<file path="src/rtl/mem_arbiter_pkg.sv">
// Shared definitions for the instruction/data memory arbiter: FSM state
// encoding and requester identifiers.
package mem_arbiter_pkg;

  typedef enum logic [1:0] {
    ARB_IDLE  = 2'd0,
    ARB_ISSUE = 2'd1,
    ARB_RESP  = 2'd2
  } arb_state_e;

  typedef enum logic {
    REQ_IF = 1'b0,
    REQ_D  = 1'b1
  } req_id_e;

  // The requester that is not the given one.
  function automatic req_id_e otherReq(input req_id_e id);
    return (id == REQ_IF) ? REQ_D : REQ_IF;
  endfunction

endpackage

</file>
<file path="src/rtl/mem_arbiter_if.sv">
// Bundle of the CPU-side request/ack signals and the memory-side access
// signals. The arbiter uses the slave view; the CPU core and memory array
// (or a bench) use the master view.
interface mem_arbiter_if #(
  parameter int ADDR_W = 32,
  parameter int DATA_W = 32,
  parameter int MEM_AW = 10
) ();

  logic              if_req;
  logic [ADDR_W-1:0] if_addr;
  logic              if_ack;
  logic [DATA_W-1:0] if_rdata;

  logic              d_req;
  logic              d_we;
  logic [ADDR_W-1:0] d_addr;
  logic [DATA_W-1:0] d_wdata;
  logic              d_ack;
  logic [DATA_W-1:0] d_rdata;

  logic              mem_en;
  logic              mem_we;
  logic [MEM_AW-1:0] mem_addr;
  logic [DATA_W-1:0] mem_wdata;
  logic [DATA_W-1:0] mem_rdata;

  logic              busy;

  modport slave (
    input  if_req, if_addr, d_req, d_we, d_addr, d_wdata, mem_rdata,
    output if_ack, if_rdata, d_ack, d_rdata,
           mem_en, mem_we, mem_addr, mem_wdata, busy
  );

  modport master (
    output if_req, if_addr, d_req, d_we, d_addr, d_wdata, mem_rdata,
    input  if_ack, if_rdata, d_ack, d_rdata,
           mem_en, mem_we, mem_addr, mem_wdata, busy
  );

endinterface

</file>
<file path="src/rtl/mem_arb_pick.sv">
// Combinational grant picker. The current owner can be excluded so that the
// arbiter can re-arbitrate in the response cycle while that owner still
// holds its request high.
module mem_arb_pick
  import mem_arbiter_pkg::*;
#(
  parameter int DATA_PRIO = 1
) (
  input  logic    if_req_i,
  input  logic    d_req_i,
  input  logic    excl_en_i,
  input  req_id_e excl_id_i,
  input  req_id_e last_owner_i,
  input  logic    starve_sat_i,
  output logic    grant_valid_o,
  output req_id_e grant_id_o
);

  logic ifCand;
  logic dCand;

  // Starvation forces fetch; otherwise data priority or alternation on ties.
  always_comb begin
    ifCand        = if_req_i && !(excl_en_i && (excl_id_i == REQ_IF));
    dCand         = d_req_i  && !(excl_en_i && (excl_id_i == REQ_D));
    grant_valid_o = ifCand || dCand;
    grant_id_o    = REQ_IF;
    if (ifCand && dCand) begin
      if (starve_sat_i) begin
        grant_id_o = REQ_IF;
      end else if (DATA_PRIO != 0) begin
        grant_id_o = REQ_D;
      end else begin
        grant_id_o = otherReq(last_owner_i);
      end
    end else if (dCand) begin
      grant_id_o = REQ_D;
    end
  end

endmodule

</file>
<file path="src/rtl/mem_arbiter.sv">
// Shares one single-port synchronous-read memory between the instruction
// fetch port and the load/store data port. Each access takes an ISSUE cycle
// (registered memory strobe) and a RESP cycle (ack + read data). Data is
// preferred, with a starvation counter bounding how long fetch waits.
module mem_arbiter
  import mem_arbiter_pkg::*;
#(
  parameter int ADDR_W       = 32,
  parameter int DATA_W       = 32,
  parameter int MEM_AW       = 10,
  parameter int DATA_PRIO    = 1,
  parameter int STARVE_LIMIT = 3
) (
  input  logic          clk,
  input  logic          rst,
  mem_arbiter_if.slave  bus
);

  localparam int CNT_W = (STARVE_LIMIT < 1) ? 1 : $clog2(STARVE_LIMIT + 1);
  localparam logic [CNT_W-1:0] CNT_MAX = CNT_W'(STARVE_LIMIT);

  arb_state_e        state_q;
  req_id_e           owner_q;
  req_id_e           last_q;
  logic              ownerWe_q;
  logic [CNT_W-1:0]  starve_q;
  logic [CNT_W-1:0]  starve_d;
  logic              mem_en_q;
  logic              mem_we_q;
  logic [MEM_AW-1:0] mem_addr_q;
  logic [DATA_W-1:0] mem_wdata_q;

  logic              grantValid;
  req_id_e           grantId;
  logic              grantWe;
  logic [MEM_AW-1:0] grantAddr;
  logic [DATA_W-1:0] grantWdata;
  logic              respActive;

  logic [ADDR_W-1:0] ifAddr;
  logic [ADDR_W-1:0] dAddr;
  logic              unusedAddrBits;

  assign ifAddr = bus.if_addr;
  assign dAddr  = bus.d_addr;

  // Byte offset and bits above the memory window are deliberately ignored.
  assign unusedAddrBits = ^{ifAddr[ADDR_W-1:MEM_AW+2], ifAddr[1:0],
                            dAddr[ADDR_W-1:MEM_AW+2], dAddr[1:0]};

  mem_arb_pick #(
    .DATA_PRIO(DATA_PRIO)
  ) u_pick (
    .if_req_i     (bus.if_req),
    .d_req_i      (bus.d_req),
    .excl_en_i    (state_q == ARB_RESP),
    .excl_id_i    (owner_q),
    .last_owner_i (last_q),
    .starve_sat_i (starve_q == CNT_MAX),
    .grant_valid_o(grantValid),
    .grant_id_o   (grantId)
  );

  // Select the winning request's address/data and the next starvation count.
  always_comb begin
    grantWe    = 1'b0;
    grantAddr  = ifAddr[MEM_AW+1:2];
    grantWdata = '0;
    starve_d   = starve_q;
    if (grantId == REQ_D) begin
      grantWe    = bus.d_we;
      grantAddr  = dAddr[MEM_AW+1:2];
      grantWdata = bus.d_wdata;
      if (bus.if_req && (starve_q != CNT_MAX)) begin
        starve_d = starve_q + CNT_W'(1);
      end
    end else begin
      starve_d = '0;
    end
  end

  // Arbiter FSM; memory strobes are registered so no request reaches mem_* combinationally.
  always_ff @(posedge clk or posedge rst) begin
    if (rst) begin
      state_q     <= ARB_IDLE;
      owner_q     <= REQ_IF;
      last_q      <= REQ_IF;
      ownerWe_q   <= 1'b0;
      starve_q    <= '0;
      mem_en_q    <= 1'b0;
      mem_we_q    <= 1'b0;
      mem_addr_q  <= '0;
      mem_wdata_q <= '0;
    end else begin
      case (state_q)
        ARB_IDLE, ARB_RESP: begin
          if (grantValid) begin
            state_q     <= ARB_ISSUE;
            owner_q     <= grantId;
            last_q      <= grantId;
            ownerWe_q   <= grantWe;
            starve_q    <= starve_d;
            mem_en_q    <= 1'b1;
            mem_we_q    <= grantWe;
            mem_addr_q  <= grantAddr;
            mem_wdata_q <= grantWdata;
          end else begin
            state_q  <= ARB_IDLE;
            mem_en_q <= 1'b0;
            mem_we_q <= 1'b0;
          end
        end
        ARB_ISSUE: begin
          state_q  <= ARB_RESP;
          mem_en_q <= 1'b0;
          mem_we_q <= 1'b0;
        end
        default: begin
          state_q  <= ARB_IDLE;
          mem_en_q <= 1'b0;
          mem_we_q <= 1'b0;
        end
      endcase
    end
  end

  assign respActive    = (state_q == ARB_RESP);
  assign bus.if_ack    = respActive && (owner_q == REQ_IF);
  assign bus.d_ack     = respActive && (owner_q == REQ_D);
  assign bus.if_rdata  = bus.if_ack ? bus.mem_rdata : '0;
  assign bus.d_rdata   = (bus.d_ack && !ownerWe_q) ? bus.mem_rdata : '0;
  assign bus.mem_en    = mem_en_q;
  assign bus.mem_we    = mem_we_q;
  assign bus.mem_addr  = mem_addr_q;
  assign bus.mem_wdata = mem_wdata_q;
  assign bus.busy      = (state_q != ARB_IDLE);

endmodule

</file>
<file path="src/flat_wrapper.sv">
// flat-port wrapper written by rule: the top's interface ports become plain ports
module mem_arbiter_flat import mem_arbiter_pkg::*;
#(
  parameter int ADDR_W       = 32,
  parameter int DATA_W       = 32,
  parameter int MEM_AW       = 10,
  parameter int DATA_PRIO    = 1,
  parameter int STARVE_LIMIT = 3
)
  (clk, rst, bus_if_req, bus_if_addr, bus_d_req, bus_d_we, bus_d_addr, bus_d_wdata, bus_mem_rdata, bus_if_ack, bus_if_rdata, bus_d_ack, bus_d_rdata, bus_mem_en, bus_mem_we, bus_mem_addr, bus_mem_wdata, bus_busy);
  mem_arbiter_if #(.ADDR_W(ADDR_W), .DATA_W(DATA_W), .MEM_AW(MEM_AW)) bus_i ();
  input  logic clk;
  input  logic rst;
  input wire logic [$bits(bus_i.if_req)-1:0] bus_if_req;
  input wire logic [$bits(bus_i.if_addr)-1:0] bus_if_addr;
  input wire logic [$bits(bus_i.d_req)-1:0] bus_d_req;
  input wire logic [$bits(bus_i.d_we)-1:0] bus_d_we;
  input wire logic [$bits(bus_i.d_addr)-1:0] bus_d_addr;
  input wire logic [$bits(bus_i.d_wdata)-1:0] bus_d_wdata;
  input wire logic [$bits(bus_i.mem_rdata)-1:0] bus_mem_rdata;
  output wire logic [$bits(bus_i.if_ack)-1:0] bus_if_ack;
  output wire logic [$bits(bus_i.if_rdata)-1:0] bus_if_rdata;
  output wire logic [$bits(bus_i.d_ack)-1:0] bus_d_ack;
  output wire logic [$bits(bus_i.d_rdata)-1:0] bus_d_rdata;
  output wire logic [$bits(bus_i.mem_en)-1:0] bus_mem_en;
  output wire logic [$bits(bus_i.mem_we)-1:0] bus_mem_we;
  output wire logic [$bits(bus_i.mem_addr)-1:0] bus_mem_addr;
  output wire logic [$bits(bus_i.mem_wdata)-1:0] bus_mem_wdata;
  output wire logic [$bits(bus_i.busy)-1:0] bus_busy;
  assign bus_i.if_req = bus_if_req;
  assign bus_i.if_addr = bus_if_addr;
  assign bus_i.d_req = bus_d_req;
  assign bus_i.d_we = bus_d_we;
  assign bus_i.d_addr = bus_d_addr;
  assign bus_i.d_wdata = bus_d_wdata;
  assign bus_i.mem_rdata = bus_mem_rdata;
  assign bus_if_ack = bus_i.if_ack;
  assign bus_if_rdata = bus_i.if_rdata;
  assign bus_d_ack = bus_i.d_ack;
  assign bus_d_rdata = bus_i.d_rdata;
  assign bus_mem_en = bus_i.mem_en;
  assign bus_mem_we = bus_i.mem_we;
  assign bus_mem_addr = bus_i.mem_addr;
  assign bus_mem_wdata = bus_i.mem_wdata;
  assign bus_busy = bus_i.busy;
  mem_arbiter #(.ADDR_W(ADDR_W), .DATA_W(DATA_W), .MEM_AW(MEM_AW), .DATA_PRIO(DATA_PRIO), .STARVE_LIMIT(STARVE_LIMIT)) u_core (.clk(clk), .rst(rst), .bus(bus_i));
endmodule
</file>
<file path="config.mk">
export PLATFORM = sky130hd
export DESIGN_NAME = mem_arbiter_flat
export DESIGN_NICKNAME = d
export VERILOG_FILES = /design/src/rtl/mem_arbiter_pkg.sv /design/src/rtl/mem_arbiter_if.sv /design/src/rtl/mem_arb_pick.sv /design/src/rtl/mem_arbiter.sv /design/src/flat_wrapper.sv
export SDC_FILE = /design/constraint.sdc
export NUM_CORES = 1
export LEC_CHECK = 0
export BUFFER_PORTS_ARGS = -buffer_cell sky130_fd_sc_hd__buf_2
export CORE_AREA = 2 2 96 98
export DETAILED_ROUTE_END_ITERATION = 6
export DIE_AREA = 0 0 98 100
export GPL_TIMING_DRIVEN = 0
export PLACE_DENSITY_LB_ADDON = 0.1
export SLEW_MARGIN = 5
export SYNTH_ARGS = -nofsm -noshare
export SYNTH_HDL_FRONTEND = slang
export SYNTH_SLANG_ARGS = --single-unit
</file>
<file path="constraint.sdc">
create_clock -name clk -period 2.1 [get_ports clk]
set_input_delay 0.42 -clock clk [delete_from_list [all_inputs] [get_ports clk]]
set_output_delay 0.42 -clock clk [all_outputs]
set_load 0.01 [all_outputs]
</file>
Yosys cells after proc, flatten, opt, wreduce, memory -nomap -nowiden
Index checks and enable logic that the tools add are counted.

storage, ports and cells
  input port bits = 133
  register bits = 50
  output and inout bits = 111
  logic and storage cells = 47

operators by class
  add/subtract/negate cells = 1
  mux-type cells = 16
  eq/ne operators = 5
  bitwise operators = 1
  reduce and logical (&&, ||, !) cells = 16

operator list
  kind                   count
  $mux W32               3
  $mux W10               1
  $mux W1                9
  $logic_and A1 B1 Y1    7
  $eq A2 B2 Y1 const B   2
  $mux W2                2
  $ne A2 B2 Y1 const B   2
  $pmux W2 S2            1
  $logic_not A1 Y1       3
  $reduce_and A3 Y1      1
  $add A2 B1 Y2 const B  1
  $eq A2 B1 Y1 const B   1
  $logic_not A2 Y1       1
  $reduce_and A2 Y1      1
  $reduce_bool A2 Y1     1
  $reduce_or A2 Y1       1
  $logic_or A1 B1 Y1     1
  $not A1 Y1             1

Depth between registers and ports, before layout
  depth after elaboration = 9
  gate-level depth with buffers = 6
  depth with buffers taken out = 5

Modules after synthesis
Synthesis repeated with hierarchy kept, for this count alone.

second synthesis, totals
  cells, all modules = 292
  area total of the unflattened synthesis = 2,558.7 um^2

by module, submodules not included
  module        instances  cells each  seq. area each (um^2)  area an instance (um^2)
  mem_arbiter   1          286         1,251.2                2,522.4
  mem_arb_pick  1          6           0.0                    36.3

Worst setup path after synthesis
Ideal clock, no wire load.

  kind = register to output
  from = register u_core.owner_q
  to = output bus_if_rdata[10]
  arrival = 1.205 ns
  stages on the path, launching flop included = 5
  data required time = 1.680 ns
  setup slack = 0.475 ns
  buffers on the path = 1
  cells stage by stage = dfrtp_1 -> nand2b_2 -> nor2_1 -> clkbuf_1 -> and2_1

between the ends
  word-level cells in the longest chain between the ends = 3

RTL lines
  item                      RTL line            RTL
  start: declaration        mem_arbiter.sv:23   req_id_e owner_q;
  start signal: assignment  mem_arbiter.sv:99   owner_q <= grantId;
  $not A1 Y1                mem_arbiter.sv:128  assign bus.if_ack = respActive && (owner_q == REQ_IF);
  $logic_and A1 B1 Y1       mem_arbiter.sv:128
  $mux W32                  mem_arbiter.sv:130  assign bus.if_rdata = bus.if_ack ? bus.mem_rdata : '0;
  end: declaration          flat_wrapper.sv:22  output wire logic [$bits(bus_i.if_rdata)-1:0] bus_if_rdata;

Every way passes these cells.

Worst setup path after layout
  from = register u_core.owner_q
  to = output bus_d_rdata[14]

between the ends
  word-level cells in the longest chain between the ends = 3

RTL lines
  item                 RTL line            RTL
  $logic_and A1 B1 Y1  mem_arbiter.sv:129  assign bus.d_ack = respActive && (owner_q == REQ_D);
  $logic_and A1 B1 Y1  mem_arbiter.sv:131  assign bus.d_rdata = (bus.d_ack && !ownerWe_q) ? bus.mem_rdata : '0;
  $mux W32             mem_arbiter.sv:131
  end: declaration     flat_wrapper.sv:24  output wire logic [$bits(bus_i.d_rdata)-1:0] bus_d_rdata;

Every way passes these cells.

==> results_dict.tcl <==
set metrics [dict create \
    status "finished, final reports clean" \
    ant_nets 0 \
    cts_buffers 5 \
    p_sw_share_pct 39.1 \
    worstMarginPinSlew_ps 411 \
    power.leakage_nw 2.19 \
    io_buffers 199 \
    hpwl_mm 5.65 \
    slowest_stage "dfrtp_2" \
    grt_pass1_wl_mm 11.0 \
    pin_count 244 \
    p_switching_mw 1.71 \
    final_nets 563 \
    die_area_mm2 0.00980 \
    critPathRequiredTime_ps 1680 \
    initial_utilization_pct 27.1 \
    rsz0062_at_grt "false" \
    holdBufCountCts 0 \
    max_freq_ghz 0.502 \
    ir_drop_v 0.000520 \
    synth_warnings 0 \
    pwr-share-clk_pct 12.6 \
    drv_cap 0 \
    vias_per_cell 4.38 \
    syn_inst 219 \
    drt-total-wl_mm 7.09 \
    slowest_delay_ps 410 \
    first_pass_iters 4 \
    cts_tree "done" \
    first_iter_violations 77 \
    stdcell_count 541 \
    hold_viol 0 \
    yosysSeqAreaShare_pct 50.9 \
    synth_nets 353 \
    dp.cells 530 \
    gp_congestion 0.805 \
    vias 2372 \
    worst-setup-path-type "flop to output port" \
    mostFrequentLayoutCell "buf_2" \
    maxSlewViolCount 0 \
    clock_skew_ps 9.27 \
    syn_avg_cell_area_um2 11.0 \
    path_max_fanout 10 \
    ctsHtreeMaxLevel 2 \
    netlist_area_mm2 0.00241 \
    diodes 0 \
    crit_chain "nand2_2 -> nor3_4 -> clkbuf_4 -> and2_1 -> buf_2" \
    grt_pass1_vias 2188 \
    synthTopCellsByArea "dfrtp_1 (51%), and2_1 (17%), a22o_1 (12%)" \
    most-common-layout-cells "buf_2 (199), and2_1 (65), dfrtp_1 (46)" \
    seqPwrFrac_pct 36.6 \
    rows 35 \
    wire_per_inst_um 13.1 \
    min_period_ps 1990 \
    finalCritPeriodShare_pct 94.9 \
    setup_tns_ps 0 \
    die_x_um 98 \
    clock_latency_ps 300 \
    drc 0 \
    grt_max_degree 35 \
    layout-drive-gt1-share_pct 55.8 \
    antenna_found_initial 0 \
    place_ws_ps 40.2 \
    synth-seq-cells 49 \
    critical_path.endpoint_type "output port" \
    setup_viol 0 \
    area_delta_synth_final_pct 54.4 \
    ys_types 25 \
    internal_power_mw 2.68 \
    clockRootBuffer "clkbuf_8" \
    fin_area_mm2 0.00372 \
    grt_overflow 0 \
    die_y_um 100 \
    worst_slack_ps 106 \
    hold_class "input port to async pin" \
    startpoint_type "flop" \
    grt_use_total_pct 13.8 \
    yosys.area.top_type "dfrtp_1" \
    worstPathArrival_ps 1570 \
    path_clk_slew_ps 90 \
    cts_buffer_depth 2 \
    place_area_mm2 0.00356 \
    cts_sinks 49 \
    synth_top_area_share_pct 50.9 \
    slew_headroom_pct 72.6 \
    core_area_mm2 0.00889 \
    pwr-share-comb_pct 50.8 \
    power.density_mw_per_mm2 1180 \
]
==> per-layer routing <==
metal | global-route usage [%] | up-vias | part of all wire (%)
met3 | 4.60 | 5 | 10
met4 | 3.53 | 0 | 0.79
met5 | 0 | - | 0
met1 | 17.0 | 1078 | 40
li1 | - | 1167 | -
met2 | 23.5 | 122 | 49
==> worst max-delay path: cells and delay by family, from the launching register on <==
kind                   cells  cell delay [ps]
and+or+nand+nor            3              520
DFF                        1              410
buffers and inverters      2              350
==> synth_stat cells <==
cell and n:
o211a_1 1, nand2b_2 1, dfrtp_1 49, o21ai_1 12
or2_2 1, o211ai_1 1, nand2_1 14, nor2_1 3
a21o_1 2, buf_4 6, o221ai_2 1, clkbuf_1 5
inv_1 2, and2_1 65, buf_2 1, nor2b_1 2
o221ai_4 1, a21boi_2 1, buf_6 4, ha_1 1
a22o_1 32, nand3b_1 1, nor3_2 1, inv_2 2
mux2i_1 10
==> flip-flops by register name, indices dropped and copies added, names as in the netlist <==
| register | flops |
|---|---|
| u_core.ownerWe_q | 1 |
| u_core.state_q | 1 |
| u_core.bus.mem_we | 1 |
| u_core.bus.mem_en | 1 |
| u_core.starve_q | 2 |
| u_core.bus.mem_wdata | 32 |
| u_core.bus.mem_addr | 10 |
| u_core.owner_q | 1 |
==> power groups by stage <==
stage	clock, mW	sequential [mW]	combinational [mW]
2_1_floorplan	0	1.77	1.13
3_3_place_gp	0	1.61	2.18
3_5_place_dp	0	1.60	2.20
4_1_cts	0.590	1.61	2.21
5_1_grt	0.625	1.67	2.47
6_report	0.555	1.61	2.23
==> stage by stage <==
step / utilization, % / hold slack [ps] / power (mW)
final: 41.8 / 76.5 / 4.39
after global routing: 41.8 / 88.1 / 4.76
after CTS: 41.4 / 82.1 / 4.42
after detailed placement: 40.1 / 415 / 3.80
after global placement: 39.9 / 466 / 3.78
after floorplan: - / 451 / 2.90
==> kinds of logic (layout without fill, tap and decap cells) <==
group / count (synthesis) / in the layout / share of synthesized area (%)
AOI/OAI and AO/OA: 51 / 51 / 17.7
and+or+nand+nor: 88 / 88 / 21.4
muxes: 10 / 10 / 4.16
adders and majority gates: 1 / 1 / 0.519
DFF: 49 / 49 / 50.9
buffers and inverters: 20 / 231 / 5.35
==> worst paths after layout <==
path | from | slack, ps | cells past startpoint | end
worst max-delay path | u_core.owner_q | 110 | 5 | bus_d_rdata[14]
min in group clk | bus_d_wdata[2] | 330 | 2 | u_core.bus.mem_wdata[2]
max in group asynchronous | rst | 1520 | 3 | u_core.owner_q
worst min register to register | u_core.state_q[1] | 480 | 1 | u_core.state_q[1]
worst max register to register | u_core.state_q[1] | 550 | 5 | u_core.bus.mem_wdata[11]
worst min-delay path | rst | 80 | 2 | u_core.bus.mem_wdata[21]
==> cell type report <==
cell class / count / area, um2
multi-input combinational: 150 / 1070
timing repair buffer: 203 / 1040
buffer: 16 / 135
clock inverter: 2 / 13.8
sequential: 49 / 1230
fill: 937 / 5170
tap: 111 / 139
clock buffer: 6 / 72.6
inverter: 4 / 15.0
==> repair_timing <==
action	in CTS	in global routing
setup buffers	0	3
hold endpoints to repair	0	0
setup endpoints to repair	60	59
resized for setup	11	13
pin swaps	0	2
Power figures use the tool's default switching activity.
